==> src/rtl/demux_1to2_buffered_pkg.sv <==
// Shared constants for the 1-to-2 buffered demux: datapath width and the
// path encodings that callers drive onto `select`.
package demux_1to2_buffered_pkg;

    localparam int   DATA_W   = 32;

    // Path encodings for `select`: write-back goes to out1, memory to out2.
    localparam logic PATH_WB  = 1'b0;
    localparam logic PATH_MEM = 1'b1;

endpackage

==> src/rtl/demux_fifo.sv <==
// Synchronous FIFO, DEPTH entries (power of two), one-cycle push-to-head latency.
// Push is ignored when full and pop is ignored when empty, so count stays within 0..DEPTH.
module demux_fifo #(
    parameter int WIDTH = 32,
    parameter int DEPTH = 2,
    localparam int AW = $clog2(DEPTH),
    localparam int CW = $clog2(DEPTH + 1)
) (
    input  logic             clk,
    input  logic             rst_n,
    input  logic             push_i,
    input  logic [WIDTH-1:0] push_dat_i,
    input  logic             pop_i,
    output logic [WIDTH-1:0] head_dat_o,
    output logic [CW-1:0]    count_o,
    output logic             full_o,
    output logic             empty_o
);

    logic [WIDTH-1:0] mem_q [DEPTH];
    logic [AW-1:0]    wr_ptr_q, wr_ptr_d;
    logic [AW-1:0]    rd_ptr_q, rd_ptr_d;
    logic [CW-1:0]    count_q,  count_d;
    logic             push_ok, pop_ok;

    assign full_o     = (count_q == CW'(DEPTH));
    assign empty_o    = (count_q == '0);
    assign push_ok    = push_i && !full_o;
    assign pop_ok     = pop_i && !empty_o;
    assign count_o    = count_q;
    assign head_dat_o = mem_q[rd_ptr_q];

    // Pointers are exactly AW bits wide, so the natural roll-over is the modulo-DEPTH wrap.
    always_comb begin
        wr_ptr_d = wr_ptr_q;
        rd_ptr_d = rd_ptr_q;
        count_d  = count_q;
        if (push_ok) begin
            wr_ptr_d = wr_ptr_q + AW'(1);
        end
        if (pop_ok) begin
            rd_ptr_d = rd_ptr_q + AW'(1);
        end
        case ({push_ok, pop_ok})
            2'b10:   count_d = count_q + CW'(1);
            2'b01:   count_d = count_q - CW'(1);
            default: count_d = count_q;
        endcase
    end

    always_ff @(posedge clk or negedge rst_n) begin
        if (!rst_n) begin
            for (int i = 0; i < DEPTH; i++) begin
                mem_q[i] <= '0;
            end
            wr_ptr_q <= '0;
            rd_ptr_q <= '0;
            count_q  <= '0;
        end else begin
            if (push_ok) begin
                mem_q[wr_ptr_q] <= push_dat_i;
            end
            wr_ptr_q <= wr_ptr_d;
            rd_ptr_q <= rd_ptr_d;
            count_q  <= count_d;
        end
    end

endmodule

==> src/rtl/demux_1to2_buffered.sv <==
// Steers one valid/ready word stream into one of two per-path FIFOs by `select`.
// One-cycle latency to the output head; in_ready depends only on select and the chosen FIFO's full flag.
module demux_1to2_buffered
    import demux_1to2_buffered_pkg::*;
#(
    parameter int WIDTH = DATA_W,
    parameter int DEPTH = 2,
    localparam int CW = $clog2(DEPTH + 1)
) (
    input  logic             clk,
    input  logic             rst_n,
    input  logic             in_valid,
    output logic             in_ready,
    input  logic [WIDTH-1:0] in_data,
    input  logic             select,
    output logic             out1_valid,
    input  logic             out1_ready,
    output logic [WIDTH-1:0] out1_data,
    output logic [CW-1:0]    out1_count,
    output logic             out2_valid,
    input  logic             out2_ready,
    output logic [WIDTH-1:0] out2_data,
    output logic [CW-1:0]    out2_count
);

    logic full1, full2;
    logic empty1, empty2;
    logic sel_full;
    logic push_en;

    // No pop-through: a full FIFO refuses input even while it is being drained.
    assign sel_full = (select == PATH_MEM) ? full2 : full1;
    assign in_ready = rst_n && !sel_full;
    assign push_en  = in_valid && in_ready;

    assign out1_valid = !empty1;
    assign out2_valid = !empty2;

    demux_fifo #(
        .WIDTH (WIDTH),
        .DEPTH (DEPTH)
    ) u_fifo_wb (
        .clk        (clk),
        .rst_n      (rst_n),
        .push_i     (push_en && (select == PATH_WB)),
        .push_dat_i (in_data),
        .pop_i      (out1_ready),
        .head_dat_o (out1_data),
        .count_o    (out1_count),
        .full_o     (full1),
        .empty_o    (empty1)
    );

    demux_fifo #(
        .WIDTH (WIDTH),
        .DEPTH (DEPTH)
    ) u_fifo_mem (
        .clk        (clk),
        .rst_n      (rst_n),
        .push_i     (push_en && (select == PATH_MEM)),
        .push_dat_i (in_data),
        .pop_i      (out2_ready),
        .head_dat_o (out2_data),
        .count_o    (out2_count),
        .full_o     (full2),
        .empty_o    (empty2)
    );

endmodule

==> config.mk <==
export PLATFORM = sky130hd
export DESIGN_NAME = demux_1to2_buffered
export DESIGN_NICKNAME = d
export VERILOG_FILES = /design/src/rtl/demux_1to2_buffered_pkg.sv /design/src/rtl/demux_fifo.sv /design/src/rtl/demux_1to2_buffered.sv
export SDC_FILE = /design/constraint.sdc
export NUM_CORES = 1
export LEC_CHECK = 0
export ABC_AREA = 1
export ABC_CLOCK_PERIOD_IN_PS = 1900
export BUFFER_PORTS_ARGS = -buffer_cell sky130_fd_sc_hd__buf_2
export CAP_MARGIN = 0
export CORE_AREA = 2 2 164 166
export DETAILED_ROUTE_END_ITERATION = 10
export DIE_AREA = 0 0 166 168
export GPL_ROUTABILITY_DRIVEN = 0
export SLEW_MARGIN = 20
export SYNTH_ARGS = -nofsm -noshare
export SYNTH_HDL_FRONTEND = slang
export SYNTH_SLANG_ARGS = --single-unit
==> constraint.sdc <==
create_clock -name clk -period 1.9 [get_ports clk]
set_clock_uncertainty 0.05 [all_clocks]
set_input_delay 0.285 -clock clk [delete_from_list [all_inputs] [get_ports clk]]
set_output_delay 0.285 -clock clk [all_outputs]
set_load 0.02 [all_outputs]
After elaboration in Yosys (flattened, before gate mapping)
Cells that the tools add are included.
- shift-type cells: 0
- $add $sub $neg: 8
- reduce and logical (&&, ||, !) cells: 19
- multiply operators: 0
- multiplexer cells: 15
- equal/unequal tests: 6
- $lt $le $gt $ge: 6
- bitwise operators: 5
- divide/modulo/power cells: 0
- operator list (cell ; count):
    32-bit two-way mux ; 8
    64-bit bitwise mux ; 2
    32-bit demux with 1-bit select ; 2
    1-bit logical AND ; 10
    2-bit == test, second input constant ; 4
    2-bit greater-or-equal comparator, second input constant ; 4
    1-bit NOT with 2-bit output ; 4
    2-bit one-hot mux with 2 select lines ; 2
    1-bit zero test ; 5
    1-bit adder, second input constant ; 4
    2-bit by 1-bit adder with 2-bit output, second input constant ; 2
    2-bit by 1-bit == test with 1-bit output, second input constant ; 2
    2-bit zero test ; 2
    2-bit by 1-bit < comparator with 1-bit output, second input constant ; 2
    2-bit nonzero test ; 2
    2-bit by 1-bit subtractor with 2-bit output, second input constant ; 2
    1-bit two-way mux ; 1
    1-bit NOT ; 1
- output and inout bits: 71
- latch bits: 0
- bits in read-only memories: 0
- input bits: 38
- memories kept: 0
- memory bits (writable): 0
- register bits: 136

Longest topological paths before layout
- word-level depth: 9
- gate-level depth with buffers: 10
- gate-level depth less buffers: 9

By module
Synthesis repeated with hierarchy kept, for this count alone.
- cell total of the unflattened synthesis: 845
- area total of the unflattened synthesis: 6616.3 um^2
- by module, submodules not included (module ; cells each ; area each (um^2) ; instances):
    demux_fifo at u_fifo_wb ; 418 ; 3284.4 ; 1
    demux_fifo at u_fifo_mem ; 418 ; 3283.1 ; 1
    demux_1to2_buffered ; 9 ; 48.8 ; 1

Least setup slack after synthesis
OpenSTA, ideal clock, no wires.
- path kind: reg-to-reg
- start point: register u_fifo_mem.count_q[0], in the netlist u_fifo_mem.count_o[0]
- end point: register u_fifo_mem.count_q[1], in the netlist u_fifo_mem.count_o[1]
- path buffers: 1
- path slack: -0.028 ns
- data arrival time: 1.751 ns
- required time: 1.723 ns
- stages on the path, launching flop included: 11
- cell sequence: dfrtp_1 -> inv_1 -> nand3_1 -> nand3_1 -> nor2_2 -> buf_4 -> nand2_1 -> ha_1 -> a21oi_1 -> o21ai_1 -> xor2_1
- word-level cells in the longest chain between the ends: 9
- elaborated cells on any way between the ends: 17
- classes of those cells: add/sub (2); eq/ne (3); mux (2); reduce/logical (10)
- ends and longest elaborated chain (element ; RTL line ; text):
    start, declared ; demux_fifo.sv:23 ; logic [CW-1:0] count_q, count_d;
    start signal, assigned ; demux_fifo.sv:65 ; count_q <= count_d;
    2-bit == test ; demux_fifo.sv:26 ; assign full_o = (count_q == CW'(DEPTH));
    1-bit two-way mux ; demux_1to2_buffered.sv:32 ; assign sel_full = (select == PATH_MEM) ? full2 : full1;
    1-bit zero test ; demux_1to2_buffered.sv:33 ; assign in_ready = rst_n && !sel_full;
    1-bit logical AND ; demux_1to2_buffered.sv:33 ;
    1-bit logical AND ; demux_1to2_buffered.sv:34 ; assign push_en = in_valid && in_ready;
    1-bit logical AND ; demux_1to2_buffered.sv:60 ; .push_i (push_en && (select == PATH_MEM)),
    1-bit logical AND ; demux_fifo.sv:28 ; assign push_ok = push_i && !full_o;
    2-bit by 1-bit == test with 1-bit output / 2-bit == test (equally long branches) ; demux_fifo.sv:44 ; case ({push_ok, pop_ok})
    2-bit one-hot mux with 2 select lines / 2-bit nonzero test (equally long branches) ; -- ;
Several ways; a longest one is shown, not always the timed one.
A chain may end at the register's enable or synchronous reset.

Worst setup path after layout
- start point: input rst_n
- end point: register u_fifo_mem.count_q[1], in the netlist u_fifo_mem.count_o[1]
- word-level cells in the longest chain between the ends: 6
- elaborated cells on any way between the ends: 8
- classes of those cells: eq/ne (2); mux (1); reduce/logical (5)
- ends and longest elaborated chain (element ; RTL line ; text):
    start, declared ; demux_1to2_buffered.sv:11 ; input logic rst_n,
    1-bit logical AND * ; demux_1to2_buffered.sv:33 ;
    1-bit logical AND * ; demux_1to2_buffered.sv:34 ;
    1-bit logical AND * ; demux_1to2_buffered.sv:60 ;
    1-bit logical AND * ; demux_fifo.sv:28 ;
    2-bit by 1-bit == test with 1-bit output / 2-bit == test (equally long branches) ; demux_fifo.sv:44 ;
    2-bit one-hot mux with 2 select lines / 2-bit nonzero test (equally long branches) ; -- ;
Mark *: on every way between the ends. The rest lies on a longest branch, timed or not.

==> reports/qor.yml <==
outcome:
  status: "complete, no violations"
finish:
  nets: 922
  post-route-util_pct: 30.3
  area_growth_pct: 28.6
  drive_above_1_share_pct: 20.9
power:
  power_mw: 15.1
  power_density_mw_per_mm2: 1890
  vdd.ir_drop.worst_mv: 0.611
  leakagePower_nw: 4.12
global_routing:
  met1_usage_pct: 19.0
  grtUsageMet2_pct: 20.5
  gr-total-overflow: 0
  grt-busiest-layer: "met2"
  gr-usage-met3_pct: 2.66
  track_usage_pct: 13.4
  antenna_found_initial: 1
  grt_max_degree: 128
  grt_pass1_wl_microns: 29400
  grt_pass1_vias: 5264
clock_network:
  clockBufferDepth: 2
  clock-sinks: 136
  numCtsBuffers: 17
  path_clk_slew_ns: 0.06
  htreeDepth: 4
  clockRootBuffer: "clkbuf_16"
  cts_tree: "built"
  clk_latency_ns: 0.41
timing:
  drv_slew: 0
  slew_headroom_pct: 53.1
  timing.fmax_ghz: 0.546
  period_minus_slack_ns: 1.83
  period_share_pct: 96.3
  final_hold_viol_count: 0
  tightest_slew_ns: 0.704
  hold-worst-slack_ns: 0.0942
  finalSetupViolCount: 0
critical_path:
  reg2reg_slack_ns: 0.09
  cp_max_fo: 4
  r2r_end: "u_fifo_mem.count_o[1]$_DFFE_PN0P_"
  end_kind: "register"
  r2r-start: "u_fifo_mem.count_o[0]$_DFFE_PN0P_"
  crit_end: "u_fifo_mem.count_o[1]$_DFFE_PN0P_"
  crit_required_ns: 2.13
  path_class: "input port to register"
  arrival_ns: 2.06
  start_kind: "input port"
  crit_start: "rst_n"
  reg2reg_depth: 9
routing:
  wl_microns: 18900
  vias_per_cell: 4.43
  routedWlPerCell_microns: 15.3
  drt_iter0_markers: 525
  drt_first_pass_iters: 5
  vias: 5471
  ant_nets: 0
  drc: 0
yosys:
  synth_area_sq_mm: 0.00621
  synth_seq_cells: 136
  ys.flop_type: "dfrtp_1"
  synth_edf_count: 0
  syn_nets: 818
  synth_top_area_share_pct: 54.8
  ys_types: 18
  synthTopCellsByArea: "dfrtp_1 (55%), nand2_1 (22%), o21ai_1 (7.7%)"
  syn_inst: 778
  synth_top_area_cell: "dfrtp_1"
  yosysSeqAreaShare_pct: 54.8
  ys_warn_count: 0
  async_reset_ff_share_pct: 100
  syn_avg_cell_area_sq_um: 7.98
placement:
  port_buffers: 108
  dp_hpwl_microns: 12700
min_path:
  hold_class: "input port to register"
floorplan:
  rows: 60
  dieArea_sq_mm: 0.0279
  start_util_pct: 23.6
  die_h_microns: 168
  io_pins: 109
  core_area_sq_mm: 0.0264
  dieWidth_microns: 166
run:
  cap_violations: 0
[power by group]
part	internal [mW]	switching, mW	total, mW
Clock	2.34	1.30	3.63
Sequential	4.26	0.693	4.96
Combinational	2.15	4.38	6.53
Total	8.75	6.37	15.1
[layout by cell type, fill, tap and decap left out, types with 2 or more instances in the layout]
master	instances
nand2_1	359
dfrtp_1	133
buf_2	107
o21ai_1	93
nand4_1	64
inv_1	40
buf_4	22
clkbuf_16	18
buf_12	6
bufinv_16	5
nand3_1	4
xor2_1	4
o21ai_2	3
inv_2	3
xnor2_1	3
clkinv_4	3
inv_6	3
dfrtp_2	3
nor2_4	2
o21ai_0	2
a21oi_1	2
ha_1	2
clkinvlp_4	2
buf_6	2
buf_8	2
[worst max-delay path, cell delays in order]
cell,delay [ns]
dlygate4sd3_1,0.54
buf_6,0.15
nand3_2,0.11
nor2_4,0.17
nand2_2,0.09
ha_1,0.31
a21oi_1,0.15
o21ai_1,0.10
xor2_1,0.15
[stage by stage]
step	setup TNS, ns	setup slack [ns]	std cells	cell area, sq um
floorplan	0	0.0587	778	6210
global placement	0	0.132	1195	7210
detailed placement	0	0.0669	1195	7210
CTS	0	0.0000152	1228	7890
global route	-0.0331	-0.0331	1236	7980
finish	0	0.0696	1236	7980
[kinds of logic after synthesis]
logic type      Yosys count  synth area share (%)
compound gates          100                  8.06
xor+xnor                  7                 0.988
fa+ha+maj                 2                 0.403
buf+inv                 100                  6.61
flops                   136                  54.8
simple gates            433                  29.1
[cells in the mapped netlist, types with 3 or more instances]
master	number
buf_2	13
buf_4	5
clkbuf_1	38
dfrtp_1	136
inv_1	40
inv_2	4
nand2_1	360
nand3_1	5
nand4_1	64
o21ai_1	96
xnor2_1	3
xor2_1	4
[how the worst min path moves through the flow]
stage,endpoint,startpoint,slack (ns),depth (start not counted)
after floorplan,u_fifo_mem.count_o[0]$_DFFE_PN0P_,rst_n,-0.06,0
after global placement,u_fifo_mem.mem_q[27]$_DFFE_PN0P_,rst_n,0.25,2
after detailed placement,u_fifo_mem.mem_q[27]$_DFFE_PN0P_,rst_n,0.25,2
after CTS,u_fifo_wb.mem_q[4]$_DFFE_PN0P_,in_data[4],0.08,3
after global routing,u_fifo_wb.mem_q[7]$_DFFE_PN0P_,in_data[7],0.09,3
final,u_fifo_wb.mem_q[4]$_DFFE_PN0P_,in_data[4],0.09,3
[sequential cells by signal (all words and copies together), names as in the netlist]
signal               flops
u_fifo_mem.wr_ptr_q      1
u_fifo_wb.wr_ptr_q       1
u_fifo_mem.count_o       2
u_fifo_wb.rd_ptr_q       1
u_fifo_mem.mem_q        64
u_fifo_wb.count_o        2
u_fifo_wb.mem_q         64
u_fifo_mem.rd_ptr_q      1
[cell type report]
type,count,area (sq um)
Sequential cell,136,3410
Timing Repair Buffer,141,908
Antenna cell,1,2.50
Fill cell,2794,18400
Clock buffer,17,425
Inverter,44,168
Multi-Input combinational cell,542,2420
Tap cell,341,427
Clock inverter,14,223
[metal layers]
metal	vias to the layer above	share of wire, %
met4	0	1.5
met3	15	4.3
met2	120	46
met5	-	0
met1	2627	49
li1	2709	-
[timing repair]
action                                 CTS  global route
pin swaps                                0             2
setup endpoints to repair               19            92
endpoints found under the hold margin    9             0
hold buffers                             1             0
resized for setup                        4             7
cloned                                   0             1
setup buffers                            1             6
Note: power is estimated with default switching activity, not from simulation.
